File: src/rtl/parity_frame_pkg.sv
// Shared types and helpers for the even-parity serial frame transmitter.
package parity_frame_pkg;

    typedef enum logic [2:0] {
        IDLE,
        START,
        DATA,
        PARITY,
        STOP
    } state_e;

    localparam logic LINE_IDLE = 1'b1;

    // Callers zero-extend their word; the padding zeros do not change the XOR.
    function automatic logic even_par(input logic [63:0] data);
        return ^data;
    endfunction

endpackage

File: src/rtl/parity_frame_tx_bit_timer.sv
// Bit-period timer: counts 0..CLKS_PER_BIT-1, pulses tick on the last cycle of each bit.
module bit_timer #(
    parameter int unsigned CLKS_PER_BIT = 4,
    parameter int unsigned CW = (CLKS_PER_BIT > 1) ? $clog2(CLKS_PER_BIT) : 1
) (
    input  logic          clk,
    input  logic          rst_n,
    input  logic          clr,
    output logic          tick,
    output logic [CW-1:0] cnt
);

    localparam logic [CW-1:0] LAST = CW'(CLKS_PER_BIT - 1);

    assign tick = (cnt == LAST);

    // Free-running count, held at zero while clr is asserted and wrapping after LAST.
    always_ff @(posedge clk or negedge rst_n) begin
        if (!rst_n) begin
            cnt <= '0;
        end else if (clr || tick) begin
            cnt <= '0;
        end else begin
            cnt <= cnt + CW'(1);
        end
    end

endmodule

File: src/rtl/parity_frame_tx.sv
// Serial even-parity frame transmitter: start, data LSB first, parity, stop bit(s).
// Optional feature macro PTX_ERR_INJECT_EN adds the inj input, which inverts the
// transmitted parity bit of the frame accepted while inj=1.
module parity_frame_tx
    import parity_frame_pkg::*;
#(
    parameter int unsigned DATA_W       = 3,
    parameter int unsigned CLKS_PER_BIT = 4,
    parameter int unsigned STOP_BITS    = 1
) (
    input  logic              clk,
    input  logic              rst_n,
    input  logic              in_valid,
    output logic              in_ready,
    input  logic [DATA_W-1:0] in_data,
`ifdef PTX_ERR_INJECT_EN
    input  logic              inj,
`endif
    output logic              tx,
    output logic [DATA_W-1:0] d_out,
    output logic              p,
    output logic              busy,
    output logic              done
);

    localparam int unsigned IDX_MAX = (DATA_W > STOP_BITS) ? DATA_W : STOP_BITS;
    localparam int unsigned IW      = (IDX_MAX > 1) ? $clog2(IDX_MAX) : 1;
    localparam int unsigned CW      = (CLKS_PER_BIT > 1) ? $clog2(CLKS_PER_BIT) : 1;

    localparam logic [IW-1:0] DATA_LAST = IW'(DATA_W - 1);
    localparam logic [IW-1:0] STOP_LAST = IW'(STOP_BITS - 1);
    localparam logic [CW-1:0] PRE_LAST  = CW'((CLKS_PER_BIT >= 2) ? CLKS_PER_BIT - 2 : 0);

    state_e            state;
    logic [DATA_W-1:0] shreg;
    logic [IW-1:0]     idx;
    logic              par_bit;
    logic              inj_bit;
    logic              tick;
    logic [CW-1:0]     cnt;
    logic              last_stop_next;

`ifdef PTX_ERR_INJECT_EN
    assign inj_bit = inj;
`else
    assign inj_bit = 1'b0;
`endif

    // Idle holds the timer at zero, so every frame starts on a fresh bit period;
    // all other state changes happen on tick, where the timer wraps anyway.
    bit_timer #(
        .CLKS_PER_BIT (CLKS_PER_BIT),
        .CW           (CW)
    ) u_bit_timer (
        .clk   (clk),
        .rst_n (rst_n),
        .clr   (state == IDLE),
        .tick  (tick),
        .cnt   (cnt)
    );

    // Lookahead: true when the coming cycle is the final stop-bit cycle, so done is registered.
    always_comb begin
        last_stop_next = 1'b0;
        if (state == STOP && !tick) begin
            last_stop_next = (idx == STOP_LAST) && (cnt == PRE_LAST);
        end else if (tick && CLKS_PER_BIT == 1) begin
            if (state == PARITY) begin
                last_stop_next = (STOP_BITS == 1);
            end else if (state == STOP) begin
                last_stop_next = (STOP_BITS == 2) && (idx == '0);
            end
        end
    end

    // Frame FSM with registered line, handshake and status outputs.
    always_ff @(posedge clk or negedge rst_n) begin
        if (!rst_n) begin
            state    <= IDLE;
            tx       <= LINE_IDLE;
            in_ready <= 1'b0;
            busy     <= 1'b0;
            done     <= 1'b0;
            d_out    <= '0;
            p        <= 1'b0;
            shreg    <= '0;
            idx      <= '0;
            par_bit  <= 1'b0;
        end else begin
            done <= last_stop_next;
            unique case (state)
                IDLE: begin
                    if (in_valid && in_ready) begin
                        state    <= START;
                        tx       <= 1'b0;
                        busy     <= 1'b1;
                        in_ready <= 1'b0;
                        d_out    <= in_data;
                        p        <= even_par(64'(in_data));
                        par_bit  <= even_par(64'(in_data)) ^ inj_bit;
                        shreg    <= in_data;
                        idx      <= '0;
                    end else begin
                        in_ready <= 1'b1;
                    end
                end
                START: begin
                    if (tick) begin
                        state <= DATA;
                        tx    <= shreg[0];
                        shreg <= shreg >> 1;
                        idx   <= '0;
                    end
                end
                DATA: begin
                    if (tick) begin
                        if (idx == DATA_LAST) begin
                            state <= PARITY;
                            tx    <= par_bit;
                            idx   <= '0;
                        end else begin
                            tx    <= shreg[0];
                            shreg <= shreg >> 1;
                            idx   <= idx + IW'(1);
                        end
                    end
                end
                PARITY: begin
                    if (tick) begin
                        state <= STOP;
                        tx    <= LINE_IDLE;
                        idx   <= '0;
                    end
                end
                STOP: begin
                    if (tick) begin
                        if (idx == STOP_LAST) begin
                            state    <= IDLE;
                            busy     <= 1'b0;
                            in_ready <= 1'b1;
                            idx      <= '0;
                        end else begin
                            idx <= idx + IW'(1);
                        end
                    end
                end
                default: begin
                    state <= IDLE;
                    tx    <= LINE_IDLE;
                end
            endcase
        end
    end

endmodule

File: config.mk
export PLATFORM = sky130hd
export DESIGN_NAME = parity_frame_tx
export DESIGN_NICKNAME = d
export VERILOG_FILES = /design/src/rtl/parity_frame_pkg.sv /design/src/rtl/parity_frame_tx_bit_timer.sv /design/src/rtl/parity_frame_tx.sv
export SDC_FILE = /design/constraint.sdc
export NUM_CORES = 1
export LEC_CHECK = 0
export CORE_ASPECT_RATIO = 1.1
export CORE_UTILIZATION = 53
export CTS_CLUSTER_SIZE = 14
export DETAILED_ROUTE_END_ITERATION = 10
export PLACE_DENSITY_LB_ADDON = 0.3
export SLEW_MARGIN = 30
export SYNTH_ARGS = -nofsm -noshare
export SYNTH_HDL_FRONTEND = slang
export SYNTH_SLANG_ARGS = --single-unit
File: constraint.sdc
create_clock -name clk -period 1.9 [get_ports clk]
set_input_delay 0.19 -clock clk [delete_from_list [all_inputs] [get_ports clk]]
set_output_delay 0.19 -clock clk [all_outputs]
set_load 0.005 [all_outputs]
### After elaboration in Yosys (flattened, before gate mapping)

Index checks and enable logic that the tools add are counted.
W data, S select, Z words.

| storage, ports and cells | value |
|---|---|
| register bits after elaboration | 18 |
| output and inout bits | 8 |
| logic and storage cells | 84 |

| cells by class | value |
|---|---|
| add/sub/neg operators | 2 |
| eq/ne operators | 16 |
| multiplexer cells | 36 |
| bitwise logic cells | 1 |
| reductions and logical operators | 19 |

Operator list:

| kind | count |
|---|---|
| $reduce_xor A64 Y1 | 1 |
| $mux W3 | 11 |
| $pmux W3 S5 | 1 |
| $reduce_and A5 Y1 | 3 |
| $mux W2 | 7 |
| $ne A2 B2 Y1 const B | 7 |
| $mux W1 | 12 |
| $pmux W3 S3 | 1 |
| $pmux W2 S4 | 1 |
| $reduce_and A7 Y1 | 1 |
| $eq A2 B2 Y1 const B | 3 |
| $eq A3 B2 Y1 const B | 2 |
| $pmux W1 S5 | 1 |
| $add A2 B1 Y2 const B | 2 |
| $ne A2 B1 Y1 const B | 2 |
| $pmux W1 S2 | 2 |
| $reduce_and A4 Y1 | 1 |
| $reduce_bool A4 Y1 | 1 |
| $eq A3 B1 Y1 const B | 1 |
| $eq A3 B3 Y1 const B | 1 |
| $logic_and A1 B1 Y1 | 3 |
| $logic_not A3 Y1 | 1 |
| $reduce_and A3 Y1 | 1 |
| $reduce_bool A3 Y1 | 1 |
| 7 further kinds | 7 |

### Logic depth before layout (Yosys ltp)

| logic depth | value |
|---|---|
| depth in word-level cells | 4 |
| gate-level depth with buffers | 6 |
| gate-level depth less buffers | 6 |

### By module

Synthesis repeated with hierarchy kept, for this count alone.

| second synthesis, totals | value |
|---|---|
| cells, all modules | 96 |
| area, all modules | 1,009.7 um2 |

By module, submodules not included:

| module | instances | cells an instance | area each (um2) |
|---|---|---|---|
| parity_frame_tx | 1 | 91 | 924.6 |
| bit_timer | 1 | 5 | 85.1 |

### Least setup slack after synthesis

Ideal clock, no wire load.

| path | value |
|---|---|
| path type | register to register |
| from | register idx[0] |
| to | register shreg[0] |
| arrival | 1,454 ps |
| data required time | 1,823 ps |
| setup slack | 368 ps |
| stages on the path, launching flop included | 7 |
| period minus slack after synthesis | 1,532 ps |
| cell sequence | dfrtp_1 -> inv_1 -> ha_1 -> or3b_4 -> a221oi_4 -> nor2_1 -> a21oi_1 |

| between the ends | value |
|---|---|
| cells in the longest elaborated chain, start to end | 3 |

RTL lines:

| element | RTL line | source |
|---|---|---|
| start: declaration | parity_frame_tx.sv:36 | `logic [IW-1:0] idx;` |
| start signal: assignment | parity_frame_tx.sv:124 | `idx <= idx + IW'(1);` |
| start signal: assignment | parity_frame_tx.sv:143 | `idx <= idx + IW'(1);` |
| $eq A2 B2 Y1 | parity_frame_tx.sv:117 | `if (idx == DATA_LAST) begin` |
| $ne A2 B2 Y1 (no source line) | - |  |
| $reduce_and A5 Y1 (no source line) | - |  |
| end signal: assignment | parity_frame_tx.sv:101 | `shreg <= in_data;` |
| end signal: assignment | parity_frame_tx.sv:111 | `shreg <= shreg >> 1;` |
| end signal: assignment | parity_frame_tx.sv:123 | `shreg <= shreg >> 1;` |
| end: declaration | parity_frame_tx.sv:35 | `logic [DATA_W-1:0] shreg;` |

Every way passes these cells.
A chain may end at the register's enable or synchronous reset.

### Worst setup path after layout

Same ends and word-level chain as after synthesis.

==> metrics <==
Worst Skew 0.00655 ns; DPL Wire Length 1440 µm; GRT Util Overall 20.6%; Final Hold Viols 0; largest net degree at the start of global routing 19; Slowest Stage Delay on Critical Path 0.40 ns; most common cell in the netlist dfrtp_1; DRC viols 1; setup ws final 0.147 ns; CP endpoint kind flop; final std cells w/o fill 133; vias per inst 5.77; setup_tns 0 ns; total die area 0.00210 mm²; peak supply drop 954 µV; Crit Path Category reg -> reg; status complete, but fails checks; crit path DAT 1.97 ns; die width 43.8 µm; R2R depth 6; Synth top area share 41.7%; design area 0.00120 mm²; Post-Syn Area 0.00102 mm²; CTS tree built; ant diodes 0; worst skew pair latency 0.29 ns; Rel. slew slack 72.4%; row cnt 16; Peak Freq 571 MHz; cells after synthesis 98; share of cells above drive strength 1 16.5%; min cycle time layout 1.75 ns; Hold-fix buffers, CTS 0; pwr/cell area 1500 mW/mm²; Num CTS Buffers 3; sequential-to-total area share from yosys stat 44.3%; Synth Flop Type dfrtp_1; Post-synth top cells dfrtp_1, nand2_1, ha_1, inv_1, nor2_1; Root Buffer clkbuf_4; initial antenna violation count 0; gr ovfl total 0; Synth async-reset ratio 100%; DP Worst Slack 0.154 ns; average size of a mapped cell 10.4 µm²; Syn Nets 111; crit path cell chain inv_1 -> ha_1 -> or3b_4 -> a221oi_4 -> nor2_1 -> a21oi_1; drt first pass iters 7; Max-Cap Viols 0; GP Congestion 0.756; # fillers 138; min-delay worst type in -> async; via count 767; #FFs+latches synth 18; DRT Wirelength 1830 µm; violated checks design-rule violations; H-tree depth 1; Final Net Count 129; setup violators final 0; reg-to-reg startpoint idx[0]; cell taking the most area after synthesis dfrtp_1; startpoint types flop; Netlist cell types 33; Clock transition at path regs 0.10 ns; Initial Util 56.6%; Core ar. 0.00180 mm²; clock sinks 18; CP required 2.11 ns; area of the multi-input gates 508 µm²; Longest Clk Path Bufs 2; Leakage 0.000527 µW; Slowest-stage cell, CP or3b_4; io pins 14; placed insts 129; WL/cell 13.8 µm; Die Y 48.0 µm; Post-DRT Antenna Nets 0; setup slack, reg-to-reg 0.15 ns; Ys Warns 0; RSZ-0062 raised after global routing false; worst-margin pin slew 0.411 ns; Worst Path Max Fanout 5; Final Cycle Share 92.2%; fin. max-slew vios 0; register area 452 µm²; reg-to-reg critical path endpoint shreg[0]; top cells by area, synth dfrtp_1, ha_1, mux2_2; 1st-iter DRT viols 15; number of synthesized flops with an enable pin 0; area grow syn2layout 17.9%; first-pass GRT wire length 2990 µm; vias in the first global route 700; dpl cell area 0.00117 mm²; port bufs 13; Util after Layout 66.7%
[layer usage]
| layer | part of all wire, % | global-route usage, % |
|---|---|---|
| met4 | 2.3 | 13.1 |
| met5 | 0 | 0 |
| met3 | 3.1 | 3.77 |
| met2 | 51 | 35.5 |
| met1 | 44 | 24.1 |
[power breakdown]
| part | internal [µW] | total, µW | switching (µW) | leakage, µW |
|---|---|---|---|---|
| combinational | 492 | 919 | 427 | 0.000294 |
| clock | 81.8 | 194 | 112 | 0.0000150 |
| sequential | 549 | 692 | 143 | 0.000218 |
| total | 1120 | 1810 | 683 | 0.000527 |
[registers in the layout, indices dropped and copies added, names as in the netlist]
name / cells
state: 3
in_ready: 1
done: 1
busy: 1
par_bit: 1
shreg: 3
tx: 1
d_out: 3
idx: 2
u_bit_timer.cnt: 2
[logic make-up (layout without fill, tap and decap cells)]
logic type	count (synthesis)	count (layout)	synth area share, %
adders and majority gates	7	7	8.59
muxes	7	7	7.48
and+or+nand+nor	28	28	14.8
xor gates and xnor gates	4	4	3.44
DFF	18	18	44.3
AOI/OAI and AO/OA	22	22	15.2
buffers and inverters	12	29	6.13
[final cells by class]
| cell class | instances | share of cell area [%] |
|---|---|---|
| well taps | 18 | 1.87 |
| flip-flops and latches | 18 | 37.6 |
| repair buffers | 18 | 13.9 |
| inverters | 7 | 2.19 |
| clock buffers | 4 | 2.19 |
| multi-input cells | 68 | 42.2 |
[repair_timing]
item	CTS	global route
setup endpoints to repair	0	1
hold endpoints to repair	0	0
setup buffers	0	0
gates resized for setup	0	1
[cell usage in the layout (no fill, tap or decap), types with 2 or more instances in the layout]
cell,n
nor3_1,3
mux2_2,5
a22oi_1,2
mux2i_1,2
inv_1,7
a21oi_1,6
nor2_1,7
clkbuf_4,3
dfrtp_1,17
buf_4,5
clkdlybuf4s50_1,13
o21ai_0,6
xnor2_1,3
nor2b_1,3
ha_1,6
nand2_1,8
[per-stage QoR]
stage | total power [µW] | hold WS, ns
2_1_floorplan | 1330 | -0.106
3_3_place_gp | 1580 | 0.455
3_5_place_dp | 1620 | 0.474
4_1_cts | 1820 | 0.201
5_1_grt | 1950 | 0.236
6_report | 1810 | 0.204
[worst max-delay path: cells and delay by family (launching register included)]
family,cells,cell delay (ns)
buffers and inverters,1,0.10
adder cells (fa/ha/maj),1,0.26
AND/OR/NAND/NOR,2,0.48
flip-flops,1,0.39
AO/OA/AOI/OAI,2,0.45
[worst max path at each step]
stage                            start        to  slack [ns]  depth (start not counted)
floorplan                       idx[0]  shreg[0]        0.37                          6
global placement    u_bit_timer.cnt[0]  shreg[1]        0.24                          5
detailed placement  u_bit_timer.cnt[0]  shreg[0]        0.15                          5
CTS                 u_bit_timer.cnt[0]  shreg[0]        0.12                          5
global route                    idx[0]  shreg[0]        0.06                          6
finish                          idx[0]  shreg[0]        0.15                          6
Power figures use the tool's default switching activity.
